## config.mk

```make
export PLATFORM = sky130hd
export DESIGN_NAME = inst_prefetch
export DESIGN_NICKNAME = d
export VERILOG_FILES = /design/src/rtl/v6502_pkg.sv /design/src/rtl/byte_queue.sv /design/src/rtl/inst_prefetch.sv
export SDC_FILE = /design/constraint.sdc
export NUM_CORES = 1
export LEC_CHECK = 0
export CAP_MARGIN = 10
export CORE_ASPECT_RATIO = 1.2
export CORE_UTILIZATION = 58
export DETAILED_ROUTE_END_ITERATION = 6
export PLACE_DENSITY = 0.77
export SETUP_SLACK_MARGIN = 0.02
export SYNTH_ARGS = -nofsm -noshare
export SYNTH_HDL_FRONTEND = slang
export SYNTH_SLANG_ARGS = --single-unit
```

## constraint.sdc

```tcl
create_clock -name clk -period 4.5 [get_ports clk]
set_input_delay 1.125 -clock clk [delete_from_list [all_inputs] [get_ports clk]]
set_output_delay 1.125 -clock clk [all_outputs]
set_load 0.005 [all_outputs]
```

## src/rtl/v6502_pkg.sv

```systemverilog
// v6502_pkg: shared address width, reset PC and prefetch FSM states for the v6502 core.
package v6502_pkg;
    localparam int ADDR_W = 16;
    localparam logic [ADDR_W-1:0] RESET_PC = 16'h0000;
    typedef enum logic [1:0] {PF_IDLE, PF_REQ, PF_DROP} pf_state_t;
endpackage

```

## src/rtl/byte_queue.sv

```systemverilog
// byte_queue: DEPTH x 8 rotating byte queue with head/tail pointers and a three-byte peek window.
module byte_queue #(
    parameter int DEPTH = 16
) (
    input  logic                   clk,
    input  logic                   rst_n,
    input  logic                   push,
    input  logic [7:0]             push_data,
    input  logic [1:0]             pop_n,
    input  logic                   flush,
    output logic [23:0]            peek3,
    output logic [$clog2(DEPTH):0] count
);
    localparam int PW = $clog2(DEPTH);
    localparam int CW = PW + 1;
    logic [7:0]    r_mem [DEPTH];
    logic [PW-1:0] r_head;
    logic [PW-1:0] r_tail;
    logic [CW-1:0] r_count;
    always_ff @(posedge clk or negedge rst_n) begin
        if (!rst_n) begin
            r_head  <= '0;
            r_tail  <= '0;
            r_count <= '0;
        end else if (flush) begin
            r_head  <= '0;
            r_tail  <= '0;
            r_count <= '0;
        end else begin
            r_head  <= r_head + PW'(pop_n);
            r_tail  <= r_tail + PW'(push);
            r_count <= r_count + CW'(push) - CW'(pop_n);
        end
    end
    always_ff @(posedge clk) begin
        if (push && !flush) r_mem[r_tail] <= push_data;
    end
    // Lanes past the valid count read zero so stale storage never leaks out.
    for (genvar g = 0; g < 3; g++) begin : g_peek
        assign peek3[8*g +: 8] = (CW'(g) < r_count) ? r_mem[r_head + PW'(g)] : 8'h00;
    end
    assign count = r_count;
endmodule

```

## src/rtl/inst_prefetch.sv

```systemverilog
// inst_prefetch: fetches instruction bytes into a rotating queue and presents the oldest three
// to the decoder; redirects flush the queue and drop any stale in-flight read.
module inst_prefetch #(
    parameter int                DEPTH    = 16,
    parameter int                ADDR_W   = v6502_pkg::ADDR_W,
    parameter logic [ADDR_W-1:0] RESET_PC = v6502_pkg::RESET_PC
) (
    input  logic              clk,
    input  logic              rst_n,
    input  logic              redirect_valid,
    input  logic [ADDR_W-1:0] redirect_pc,
    output logic              mem_req,
    output logic [ADDR_W-1:0] mem_addr,
    input  logic              mem_ack,
    input  logic [7:0]        mem_rdata,
    output logic [23:0]       q_bytes,
    output logic [2:0]        q_count,
    input  logic [1:0]        consume,
    output logic [ADDR_W-1:0] dec_pc,
    output logic [ADDR_W-1:0] fetch_pc,
    output logic              full
);
    localparam int CW = $clog2(DEPTH) + 1;
    localparam logic [CW-1:0] FULL_CNT = CW'(DEPTH);
    v6502_pkg::pf_state_t r_state, w_state_nx;
    logic              r_req, w_req_nx;
    logic [ADDR_W-1:0] r_addr, w_addr_nx;
    logic [ADDR_W-1:0] r_fetch_pc, w_fetch_nx;
    logic [ADDR_W-1:0] r_dec_pc, w_dec_nx;
    logic [CW-1:0]     w_count, w_cnt_nx;
    logic [2:0]        w_qc;
    logic [1:0]        w_pop;
    logic              w_push, w_busy;
    assign w_qc     = (w_count > CW'(3)) ? 3'd3 : w_count[2:0];
    assign w_pop    = redirect_valid ? 2'd0 : ({1'b0, consume} > w_qc) ? w_qc[1:0] : consume;
    assign w_push   = !redirect_valid && r_state == v6502_pkg::PF_REQ && r_req && mem_ack;
    assign w_busy   = r_req && !mem_ack;
    assign w_cnt_nx = w_count + CW'(w_push) - CW'(w_pop);
    always_comb begin
        w_state_nx = r_state;
        w_req_nx   = r_req;
        w_addr_nx  = r_addr;
        w_fetch_nx = r_fetch_pc + ADDR_W'(w_push);
        w_dec_nx   = r_dec_pc + ADDR_W'(w_pop);
        if (redirect_valid) begin
            w_fetch_nx = redirect_pc;
            w_dec_nx   = redirect_pc;
            w_req_nx   = 1'b1;
            w_state_nx = w_busy ? v6502_pkg::PF_DROP : v6502_pkg::PF_REQ;
            w_addr_nx  = w_busy ? r_addr : redirect_pc;
        end else if (r_state == v6502_pkg::PF_DROP) begin
            // Stale read finishes: its data is discarded and fetch restarts at the redirect PC.
            if (mem_ack) begin
                w_state_nx = v6502_pkg::PF_REQ;
                w_addr_nx  = r_fetch_pc;
            end
        end else if (!w_busy) begin
            w_req_nx   = w_cnt_nx < FULL_CNT;
            w_addr_nx  = w_fetch_nx;
            w_state_nx = w_req_nx ? v6502_pkg::PF_REQ : v6502_pkg::PF_IDLE;
        end
    end
    always_ff @(posedge clk or negedge rst_n) begin
        if (!rst_n) begin
            r_state    <= v6502_pkg::PF_REQ;
            r_req      <= 1'b0;
            r_addr     <= RESET_PC;
            r_fetch_pc <= RESET_PC;
            r_dec_pc   <= RESET_PC;
        end else begin
            r_state    <= w_state_nx;
            r_req      <= w_req_nx;
            r_addr     <= w_addr_nx;
            r_fetch_pc <= w_fetch_nx;
            r_dec_pc   <= w_dec_nx;
        end
    end
    byte_queue #(.DEPTH(DEPTH)) u_queue (
        .clk       (clk),
        .rst_n     (rst_n),
        .push      (w_push),
        .push_data (mem_rdata),
        .pop_n     (w_pop),
        .flush     (redirect_valid),
        .peek3     (q_bytes),
        .count     (w_count)
    );
    assign mem_req  = r_req;
    assign mem_addr = r_addr;
    assign q_count  = w_qc;
    assign dec_pc   = r_dec_pc;
    assign fetch_pc = r_fetch_pc;
    assign full     = w_count == FULL_CNT;
endmodule

```

; ---- After elaboration in Yosys (flattened, before gate mapping)
; Memory sizes are Yosys's and may differ from the RTL's.
; Index checks and enable logic that the tools add are counted.
[word_totals]
reg_bits = 64
mem_bits_rw = 128
word_cells = 69
memories = 1
[mem_list]
columns = name, words, word_bits, rd, rd_clocked_by_memory_dff, wr, line
row1 = u_queue.r_mem, 16, 8, 3, 0, 1, byte_queue.sv:16  ; logic [7:0] r_mem [DEPTH];
[op_classes]
n_addsub = 8
order_cmp = 6
n_eq_ne = 9
muxes = 27
reduce_logical = 10
[op_table]
columns = op, count
row1 = 16-bit two-way mux, 7
row2 = 8-bit two-way mux, 3
row3 = 16-bit by 1-bit adder with 16-bit output, 1
row4 = 16-bit by 2-bit adder with 16-bit output, 1
row5 = 2-bit two-way mux, 7
row6 = "1-bit by 5-bit less-than comparator with 1-bit output, first input constant", 2
row7 = 4-bit two-way mux, 2
row8 = 1-bit two-way mux, 6
row9 = "2-bit inequality test, second input constant", 3
row10 = 5-bit by 1-bit adder with 5-bit output, 1
row11 = "5-bit == test, second input constant", 1
row12 = "5-bit by 2-bit > comparator with 1-bit output, second input constant", 1
row13 = 1-bit logical AND, 5
row14 = "2-bit by 5-bit less-than comparator with 1-bit output, first input constant", 1
row15 = "5-bit less-than comparator, second input constant", 1
row16 = 5-bit two-way mux, 1
row17 = 5-bit by 2-bit subtractor with 5-bit output, 1
row18 = 4-bit by 1-bit adder with 4-bit output, 1
row19 = "4-bit by 1-bit adder with 4-bit output, second input constant", 1
row20 = 4-bit by 2-bit adder with 4-bit output, 1
row21 = "4-bit by 2-bit adder with 4-bit output, second input constant", 1
row22 = 2-bit AND reduction, 2
row23 = 2-bit by 3-bit > comparator with 1-bit output, 1
row24 = 3-bit two-way mux, 1
row25 = 7 further kinds, 8

; ---- Depth between registers and ports, before layout
; Gate-level depths: netlist of run 1.
[logic_depth]
word_depth = 11
depth_mapped = 19
ltp_nobuf = 19

; ---- By module
; From an unflattened synthesis of run 1, not the netlist that was laid out.
[hier_totals]
cells_unflattened = 801
hier_area_um2 = 10901.7
[modules_own_cells]
columns = module, instances, cells_each, area_each_um2, seq_area_each_um2
row1 = byte_queue, 1, 466, 7885.1, 4169.0
row2 = inst_prefetch, 1, 335, 3016.6, 1277.5

; ---- Worst setup path before layout of run 1
; Ideal clock, no wire load.
[synth_path]
kind = input -> register
from = input port redirect_valid
to = register r_state[0]
setup_time_ns = 0.083
arrival_time_ns = 3.778
required_ns = 4.417
slack_ns = 0.639
cell_stages = 14
cell_sequence = clkbuf_1 inv_1 buf_1 clkbuf_1 o211a_1 ha_1 inv_1 ha_1 fa_1 a21oi_1 o21bai_1 xor2_1 nor4_1 nor2_1
[synth_between]
elab_chain_cells = 11
elab_cells_between_ends = 15
classes_between = add/sub (2) / order compare (1) / eq/ne (2) / mux (5) / reduce/logical (5)
[synth_lines]
columns = element, line
row1 = "start, declared", inst_prefetch.sv:10  ; input logic redirect_valid,
row2 = 1-bit zero test, inst_prefetch.sv:36  ; assign w_push = !redirect_valid && r_state == v6502_pkg::PF_REQ && r_req && mem_ack;
row3 = 1-bit logical AND (3 in a row), inst_prefetch.sv:36
row4 = 5-bit by 1-bit adder with 5-bit output, inst_prefetch.sv:38  ; assign w_cnt_nx = w_count + CW'(w_push) - CW'(w_pop);
row5 = 5-bit by 2-bit subtractor with 5-bit output, inst_prefetch.sv:38
row6 = 5-bit less-than comparator, inst_prefetch.sv:58  ; w_req_nx = w_cnt_nx < FULL_CNT;
row7 = 1-bit two-way mux, inst_prefetch.sv:60  ; w_state_nx = w_req_nx ? v6502_pkg::PF_REQ : v6502_pkg::PF_IDLE;
row8 = 2-bit two-way mux, inst_prefetch.sv:57  ; end else if (!w_busy) begin
row9 = 2-bit two-way mux, inst_prefetch.sv:51  ; end else if (r_state == v6502_pkg::PF_DROP) begin
row10 = 2-bit two-way mux, inst_prefetch.sv:45  ; if (redirect_valid) begin
row11 = "end signal, assigned", inst_prefetch.sv:65  ; r_state <= v6502_pkg::PF_REQ;
row12 = "end signal, assigned", inst_prefetch.sv:71  ; r_state <= w_state_nx;
row13 = "end, declared", inst_prefetch.sv:25  ; v6502_pkg::pf_state_t r_state, w_state_nx;
; Several ways; a longest one is shown, not always the timed one. The select of a mux whose other input is x is not followed.
; A chain may end at the register's enable or synchronous reset.

; ---- Worst setup path in the final report of run 1
[layout_path]
from = register u_queue.r_head[2]
to = output port q_bytes[23]
[layout_between]
elab_chain_cells = 3
[layout_lines]
columns = element, line
row1 = "start, declared", byte_queue.sv:17  ; logic [PW-1:0] r_head;
row2 = "start signal, assigned", byte_queue.sv:30  ; r_head <= r_head + PW'(pop_n);
row3 = 4-bit by 2-bit adder with 4-bit output, byte_queue.sv:40  ; assign peek3[8*g +: 8] = (CW'(g) < r_count) ? r_mem[r_head + PW'(g)] : 8'h00;
row4 = memory read 16 x 8 bit, --
row5 = 8-bit two-way mux, byte_queue.sv:40
row6 = "end, declared", inst_prefetch.sv:16  ; output logic [23:0] q_bytes,
; No other way between the ends.

==> reports/metrics.yaml, run 1 <==
finClkSkew_ns: 0.00853
stdcell_area_um2: 12600
crit_chain: "ha_1 -> mux4_2 -> mux4_2 -> and2_1 -> clkdlybuf4s50_1"
start_util: 0.600
hold_path_end: "mem_addr[3]$_DFFE_PN0P_"
grt_pass1_wl_um: 41600
grt_usage: 0.300
syn-cell-area_um2: 10600
ys_seq_area_frac: 0.512
slew_violations: 0
synth_cell_types: 57
die_y_um: 150
ant_nets: 0
die_w_um: 126
reg2reg_from: "u_queue.count[3]$_DFF_PN0_"
routabilityCongestion: 0.893
rrSetupSlack_ns: 0.68
synth_edf_count: 128
place_area_um2: 12000
setup.worst_path.start_class: "flip-flop"
slowest_delay_ns: 0.57
cts_tree: "done"
synth-seq-cells: 192
arrival_ns: 3.28
post-route-drc-count: 4
setup_viol: 0
firstDrtPassIters: 7
violations: "DRC"
rsz0062_at_grt: "false"
clkTransAtPathRegs_ns: 0.07
clock-sinks: 192
multiInputGateArea_um2: 4880
final.setup.tns_ns: 0
end_kind: "output port"
dpl.hpwl_um: 18400
drtIter0Drc: 689
core_um2: 17700
fillers: 1168
finalCriticalPeriod_ns: 4.41
yosysWarnings: 0
crit_type: "reg2out"
syn_inst: 736
hp-start: "mem_addr[3]$_DFFE_PN0P_"
cp_common_cell: "mux4_2"
wl_per_cell_um: 24.9
numCtsBuffers: 17
hold_depth: 2
rows: 53
htree_num_levels: 4
p_leak_nw: 4.31
vias: 7152
async_reset_ff_frac: 0.333
nNetsFinal: 894
fmax_mhz: 227
synthTopCellsByArea: "edfxtp_1 36%, mux4_2 21%, dfrtp_1 15%, mux2i_1 5.0%, ha_1 2.2%"
r2r-end: "r_state[0]$_DFFE_PN1P_"
synth_area_per_cell_um2: 14.4
avgViaCountPerCell: 6.65
cts_setup_buffers: 0
ctsResizeCount: 0
diodes: 0
worstPathMaxFanout: 10
hold_class: "reg2reg"
slowest_stage: "mux4_2"
ir_drop_uv: 377
slew_headroom: 0.286
cap_violations: 0
insertion_delay_ns: 0.43
clockRootBuffer: "clkbuf_16"
wl_um: 26800
cellPowerDensity_nw_per_um2: 544
synth_top_area_share: 0.362
outcome: "complete, but fails checks"
worst_slew_pin_slew_ns: 1.07
antenna_found_initial: 0
r2r_cells: 19
dieArea_um2: 18900
worstPathRequired_ns: 3.38
seq_area_um2: 5450
synth_top_cell_by_area: "edfxtp_1"
io_pins: 107
clk_path_buf_depth: 2
portBuffers: 106
drive_gt1_frac: 0.206
grt_overflow: 0
hold_viol: 0
grt_max_degree: 95
synth_nets: 788
cts_hold_buf: 0
post-route-period-util: 0.979
synth_flop_cell: "edfxtp_1"
grt_pass1_vias: 7401
syn_to_final_growth_pct: 18.6
## registers in the layout, indices dropped and copies added (netlist names)
name            count
dec_pc             16
fetch_pc           16
mem_addr           16
mem_req             1
r_state             2
u_queue.count       5
u_queue.r_head      4
u_queue.r_mem     128
u_queue.r_tail      4
## synthesized netlist by cell type, types with 17 or more instances
| library cell | count |
|---|---|
| ha_1 | 19 |
| o22ai_1 | 22 |
| nand2_1 | 32 |
| mux2i_1 | 53 |
| inv_1 | 18 |
| nand3_1 | 17 |
| buf_2 | 20 |
| xor2_1 | 22 |
| dfrtp_1 | 63 |
| nor2_1 | 47 |
| edfxtp_1 | 128 |
| a21oi_1 | 25 |
| clkbuf_1 | 17 |
| xnor2_1 | 26 |
| mux4_2 | 97 |
## layer usage
metal  vias to the layer above  share of wire  global-route usage
li1                       3077              -                   -
met2                       338           0.52               0.521
met1                      3661           0.38               0.373
met3                        76          0.061              0.0455
met4                         0          0.043               0.145
met5                         -              0                   0
## report_power, final
| group | internal (mW) | switching, mW | leakage [nW] |
|---|---|---|---|
| sequential | 2.02 | 0.139 | 1.90 |
| clock | 0.911 | 0.632 | 0.309 |
| combinational | 1.71 | 1.45 | 2.10 |
| total | 4.64 | 2.22 | 4.31 |
## worst max path at each step
stage | slack, ns | to | start | cells past startpoint
final | 0.09 | q_bytes[23] | u_queue.r_head[2]$_DFF_PN0_ | 5
after CTS | 0.11 | q_bytes[23] | u_queue.r_head[2]$_DFF_PN0_ | 5
after global routing | 0.03 | q_bytes[23] | u_queue.r_head[2]$_DFF_PN0_ | 5
after floorplan | 0.64 | r_state[0]$_DFFE_PN1P_ | redirect_valid | 14
after detailed placement | 0.08 | r_state[0]$_DFFE_PN1P_ | consume[0] | 17
after global placement | 0.15 | r_state[0]$_DFFE_PN1P_ | consume[0] | 17
## worst max-delay path, delay by kind of cell (launching register included)
family                     cells  cell delay [ns]
and+or+nand+nor                1             0.21
muxes                          2             1.05
adders and majority gates      1             0.56
buffers and inverters          1             0.48
DFF                            1             0.55
## area by class of cell
| class | count | share of cell area |
|---|---|---|
| clock inverters | 4 | 0.00238 |
| well taps | 220 | 0.0218 |
| flip-flops and latches | 192 | 0.432 |
| clock buffers | 28 | 0.0472 |
| multi-input cells | 476 | 0.387 |
| repair buffers | 137 | 0.103 |
| inverters | 18 | 0.00536 |
## through the flow
| stage | std cells | hold slack [ns] | worst slack (ns) | utilization | power (mW) |
|---|---|---|---|---|---|
| floorplan | 736 | 0.473 | 0.639 | - | 4.19 |
| global placement | 1043 | 0.473 | 0.154 | 0.677 | 5.27 |
| detailed placement | 1043 | 0.493 | 0.0846 | 0.677 | 5.35 |
| CTS | 1075 | 0.517 | 0.112 | 0.712 | 6.90 |
| global route | 1075 | 0.528 | 0.0274 | 0.712 | 7.18 |
| finish | 1075 | 0.513 | 0.0932 | 0.712 | 6.86 |
## kinds of logic after synthesis
group	synth area share
flops	0.512
simple gates	0.0742
mux	0.259
compound gates	0.0558
buf+inv	0.0290
xor+xnor	0.0411
fa+ha+maj	0.0290
## cell usage in the layout (no fill, tap or decap), types with 3 or more instances in the layout
cell / count
nand4_1: 8
nor3_1: 8
fa_1: 3
a21boi_0: 10
buf_4: 30
inv_1: 18
xnor2_1: 26
nor2b_1: 11
xor2_1: 21
edfxtp_1: 128
ha_1: 18
mux4_2: 97
nand2_1: 32
dfrtp_1: 61
mux2_2: 3
o21ai_0: 15
a21oi_1: 25
and3_1: 4
clkbuf_16: 22
o22ai_1: 22
nor4_1: 3
and4_1: 4
o31ai_1: 3
mux2i_1: 53
clkdlybuf4s50_1: 105
a21o_1: 3
nor2_1: 47
a211oi_1: 3
nand2b_1: 12
nand3_1: 17
(Power assumes the default switching activity.)
==> inputs of run 2 (changes only) <==
Settings changed: TNS_END_PERCENT set to 1.
==> results of run 2 <==
Final layout, timing and power as in run 1 (identical DEF).
